==> config.mk <==
export PLATFORM = sky130hd
export DESIGN_NAME = rr_mux
export DESIGN_NICKNAME = d
export VERILOG_FILES = /design/src/rtl/rr_mux.sv
export SDC_FILE = /design/constraint.sdc
export NUM_CORES = 1
export LEC_CHECK = 0
export CAP_MARGIN = 15
export CORE_ASPECT_RATIO = 0.75
export CORE_MARGIN = 1.5
export CORE_UTILIZATION = 25
export CTS_BUF_LIST = sky130_fd_sc_hd__clkbuf_16
export DETAILED_ROUTE_END_ITERATION = 12
export PLACE_DENSITY_LB_ADDON = 0.25
export SLEW_MARGIN = 5
export SYNTH_ARGS = -nofsm -noshare
export SYNTH_HDL_FRONTEND = slang
export SYNTH_SLANG_ARGS = --single-unit
==> constraint.sdc <==
create_clock -name clk -period 3.3 [get_ports clk]
set_input_delay 0.825 -clock clk [delete_from_list [all_inputs] [get_ports clk]]
set_output_delay 0.825 -clock clk [all_outputs]
set_load 0.05 [all_outputs]
==> src/rtl/rr_mux.sv <==
`default_nettype none
// ============================================================================
//  Module      : rr_mux
//  Description : Registered NUM_CH-to-1 multiplexer of WIDTH-bit channels with
//                valid/ready handshakes. The source channel is either a fixed
//                select or round-robin among the requesting channels. A single
//                output register gives one-cycle latency at full throughput.
//  Revision    : 1.0 - initial release
// ============================================================================
module rr_mux #(
    parameter  int NUM_CH = 4,
    parameter  int WIDTH  = 16,
    localparam int SEL_W  = (NUM_CH > 1) ? $clog2(NUM_CH) : 1
) (
    input  logic                    clk,
    input  logic                    rst_n,
    input  logic                    mode,
    input  logic [SEL_W-1:0]        select,
    input  logic [NUM_CH*WIDTH-1:0] inData,
    input  logic [NUM_CH-1:0]       inValid,
    output logic [NUM_CH-1:0]       inReady,
    output logic [WIDTH-1:0]        outData,
    output logic                    outValid,
    output logic [SEL_W-1:0]        outSel,
    input  logic                    outReady
);

    // Channel count and last index at select width (one extra bit so the
    // count itself is representable for range checks).
    localparam logic [SEL_W:0]   c_num_ch = (SEL_W+1)'(NUM_CH);
    localparam logic [SEL_W-1:0] c_last   = SEL_W'(NUM_CH - 1);

    logic [WIDTH-1:0] w_ch [NUM_CH];
    logic             w_load;
    logic             w_grant;
    logic [SEL_W-1:0] w_grant_idx;
    logic [SEL_W:0]   w_cand;

    logic [SEL_W-1:0] r_ptr;
    logic [WIDTH-1:0] r_out_data;
    logic [SEL_W-1:0] r_out_sel;
    logic             r_out_valid;

    // Split the flat input bus into one word per channel.
    generate
        for (genvar gi = 0; gi < NUM_CH; gi++) begin : g_ch
            assign w_ch[gi] = inData[gi*WIDTH +: WIDTH];
        end
    endgenerate

    // The output register may take a new word when empty or being drained.
    assign w_load = !r_out_valid || outReady;

    // Grant selection: fixed channel, or first valid channel at/after r_ptr.
    always_comb begin
        w_grant     = 1'b0;
        w_grant_idx = '0;
        w_cand      = '0;
        if (mode) begin
            for (int k = 0; k < NUM_CH; k++) begin
                w_cand = {1'b0, r_ptr} + (SEL_W+1)'(k);
                if (w_cand >= c_num_ch) begin
                    w_cand = w_cand - c_num_ch;
                end
                if (!w_grant && inValid[w_cand[SEL_W-1:0]]) begin
                    w_grant     = 1'b1;
                    w_grant_idx = w_cand[SEL_W-1:0];
                end
            end
        end else if ({1'b0, select} < c_num_ch) begin
            if (inValid[select]) begin
                w_grant     = 1'b1;
                w_grant_idx = select;
            end
        end
    end

    // Ready goes only to the granted channel, and never while in reset.
    always_comb begin
        inReady = '0;
        if (rst_n && w_load && w_grant) begin
            inReady[w_grant_idx] = 1'b1;
        end
    end

    // Output register and round-robin pointer; a held word is dropped on reset.
    always_ff @(posedge clk or negedge rst_n) begin
        if (!rst_n) begin
            r_ptr       <= '0;
            r_out_data  <= '0;
            r_out_sel   <= '0;
            r_out_valid <= 1'b0;
        end else if (w_load) begin
            if (w_grant) begin
                r_out_data  <= w_ch[w_grant_idx];
                r_out_sel   <= w_grant_idx;
                r_out_valid <= 1'b1;
                if (mode) begin
                    if (w_grant_idx == c_last) begin
                        r_ptr <= '0;
                    end else begin
                        r_ptr <= w_grant_idx + 1'b1;
                    end
                end
            end else begin
                r_out_valid <= 1'b0;
            end
        end
    end

    assign outData  = r_out_data;
    assign outSel   = r_out_sel;
    assign outValid = r_out_valid;

endmodule
`default_nettype wire

==> results of run 1 <==
## tightest hold or removal path: stages (launching register included)
cell and delay, ns:
dfrtp_1 0.35, nor2_1 0.05, nor2_1 0.08
## layout make-up
cell class | instances | share of cell area
clock buffers | 3 | 0.0254
clock inverters | 1 | 0.00170
inverters | 4 | 0.00679
multi-input cells | 121 | 0.367
flip-flops and latches | 21 | 0.178
well taps | 81 | 0.0344
repair buffers | 112 | 0.387
## metal layers
| metal | vias up | global-route usage | part of all wire |
|---|---|---|---|
| met4 | 0 | 0.0143 | 0.0023 |
| met5 | - | 0 | 0 |
| li1 | 795 | - | - |
| met1 | 742 | 0.199 | 0.49 |
| met3 | 2 | 0.0573 | 0.085 |
| met2 | 67 | 0.229 | 0.42 |
## stage by stage
stage	setup TNS (ns)	hold WS (ns)	area [um2]
2_1_floorplan	0	0.487	1680
3_3_place_gp	-0.0718	0.482	2820
3_5_place_dp	-0.116	0.505	2820
4_1_cts	-0.0121	0.519	2910
5_1_grt	0	0.560	2950
6_report	0	0.517	2950
## Yosys cell counts (2+ instances only)
| cell type | count | area [um2] |
|---|---|---|
| a2111oi_0 | 6 | 52.6 |
| a2111oi_4 | 10 | 275 |
| a211oi_1 | 16 | 120 |
| a21oi_1 | 4 | 20.0 |
| and2_0 | 6 | 37.5 |
| and2_4 | 10 | 87.6 |
| and3_1 | 2 | 12.5 |
| buf_2 | 3 | 15.0 |
| buf_6 | 4 | 45.0 |
| clkbuf_1 | 2 | 7.51 |
| dfrtp_1 | 21 | 526 |
| inv_1 | 3 | 11.3 |
| mux2i_1 | 20 | 200 |
| nand2_1 | 6 | 22.5 |
| nand2b_1 | 4 | 25.0 |
| nor2_1 | 22 | 82.6 |
| o21ai_0 | 3 | 15.0 |
## worst paths after layout
path,depth (start not counted),slack [ns],to,start
setup / recovery,7,0.12,inReady[2],select[0]
setup reg to reg,7,1.10,outData[15],r_ptr[1]
hold / removal,2,0.52,outSel[1],outSel[1]
max in group asynchronous,2,2.07,outSel[0],rst_n
hold reg to reg,2,0.52,outSel[1],outSel[1]
min in group asynchronous,1,0.80,outValid,rst_n
## cell families after synthesis
group                      share of synthesized area
and+or+nand+nor                                0.184
DFF                                            0.313
muxes                                          0.126
buffers and inverters                         0.0656
AOI/OAI and AO/OA                              0.303
adders and majority gates                    0.00746
## registers in the layout, indices dropped and copies added, names as in the netlist
register / flops
outValid: 1
r_ptr: 2
outData: 16
outSel: 2
## repair_timing
action,4_1_cts,5_1_grt
resized for setup,4,11
endpoints found under the setup margin,4,4
pin swaps,0,5
gates cloned,0,0
## report_power, final
part	switching, mW	internal [mW]
Combinational	0.542	0.379
Sequential	0.0501	0.337
Clock	0.0938	0.163
==> qor.csv, run 1 <==
stage,metric,value,unit
placed_design,place_hpwl,4060,um
die,die-area,0.00722,mm2
timing,max_freq,314,MHz
die,fp.dieH,73.9,um
setup_path,cp-start-kind,input port,
drt,first_iter_violations,47,
synth,synth_area,0.00168,mm2
placed_design,placed_cells,339,
setup_path,crit_arrival,2.36,ns
timing,maxSlewHeadroom,0.447,
clock_tree,cts_hold_buf,0,
placed_design,gp_congestion,0.851,
worst_hold_path,worstHoldPathType,register to register,
power,power_density,530,mW/mm2
synth,synth.net_count,232,
synth,syn_avg_cell_area,10.7,um2
cells_and_area,nFillCells,620,
synth,ys_seq_area_frac,0.313,
drt,wire_per_inst,15.0,um
clock_tree,cts_sinks,21,
timing,clock_skew,0.00263,ns
clock_tree,cts_tree,built,
setup_path,crit_fanout,5,
drt,drt_wl_total,5140,um
drt,first_pass_iters,4,
power,power.leakage,1.18,nW
timing,report.final.slew_viol_count,0,
die,io_pins,97,
synth,synth_seq_cells,21,
synth,ys_types,32,
global_route,grt_max_degree,18,
drt,postRouteAntennaNets,0,
setup_path,critPathBufInv,2,
cells_and_area,mostFrequentLayoutCells,"clkdlybuf4s50_1 (87), dfrtp_1 (21), mux2i_1 (19), nor2_1 (19), a211oi_1 (16)",
cells_and_area,register_area,526,um2
placed_design,dp_slack,-0.0497,ns
setup_path,slowest_stage,clkdlybuf4s50_1,
timing,final_hold_viol_count,0,
synth,ys.flop_type,dfrtp_1,
cells_and_area,final_common_cell,clkdlybuf4s50_1,
cells_and_area,final_util,0.462,
timing,worst_slew_pin_slew,0.828,ns
setup_path,end_kind,output pin,
cells_and_area,drive_gt1_frac,0.218,
timing,period_minus_slack,3.18,ns
die,initial_core_util,0.263,
clock_tree,cts_max_level,1,
synth,async_flop_share,1.00,
cells_and_area,multi_input_area,0.00108,mm2
global_route,grt_usage,0.146,
power,finalPower,1.56,mW
setup_path,crit_family,buffers and inverters,
drt,drc,0,
timing,rsz0062_at_grt,false,
synth,synthCells,157,
setup_path,slowest_delay,0.53,ns
timing,period_share,0.965,
die,rows,25,
timing,setup_ws,0.115,ns
cells_and_area,layout.cells.non_filler,343,
drt,viasPerCell,4.68,
job,cap_violations,0,
timing,finalSetupViolations,0,
clock_tree,clk_pin_slew_worst_paths,0.06,ns
synth,yosysWarnings,0,
clock_tree,clk_latency,0.25,ns
run_status,outcome,finished clean,
cells_and_area,fin_nets,338,
placed_design,io_buffers,96,
clock_tree,cts_setup_buffers,0,
global_route,grt_pass1_vias,1649,
drt,vias,1606,
setup_path,worstPathCellList,"clkdlybuf4s50_1, mux2i_1, o21ai_2, nor2_4, nand3_2, nor2_2, buf_12",
setup_path,required,2.47,ns
die,die_w,97.6,um
global_route,grt_overflow_total,0,
cells_and_area,n_antenna_cell,0,
global_route,grt_pass1_wl,8380,um
die,core,0.00638,mm2
setup_path,path_class,input port to output pin,
clock_tree,numCtsBuffers,3,
clock_tree,clockBufferDepth,2,
global_route,antenna_found_initial,0,
power,peakVddDrop,0.252,mV
synth,synth_edf_count,0,
clock_tree,clockRootBuffer,clkbuf_16,
cells_and_area,area_growth,75.8,%
(Power assumes the default switching activity.)
==> inputs of run 2 (changes only) <==
- SKIP_LAST_GASP: unset -> 1
==> results of run 2 <==
Same layout as run 1: the final DEF is identical, and so are final timing and power.
Main changes from that run: number of gates resized after CTS 4 -> 3; wire length of the first global-routing pass 8380 um -> 8370 um; via count of the first global-routing pass 1649 -> 1646; met1 usage 0.199 -> 0.198
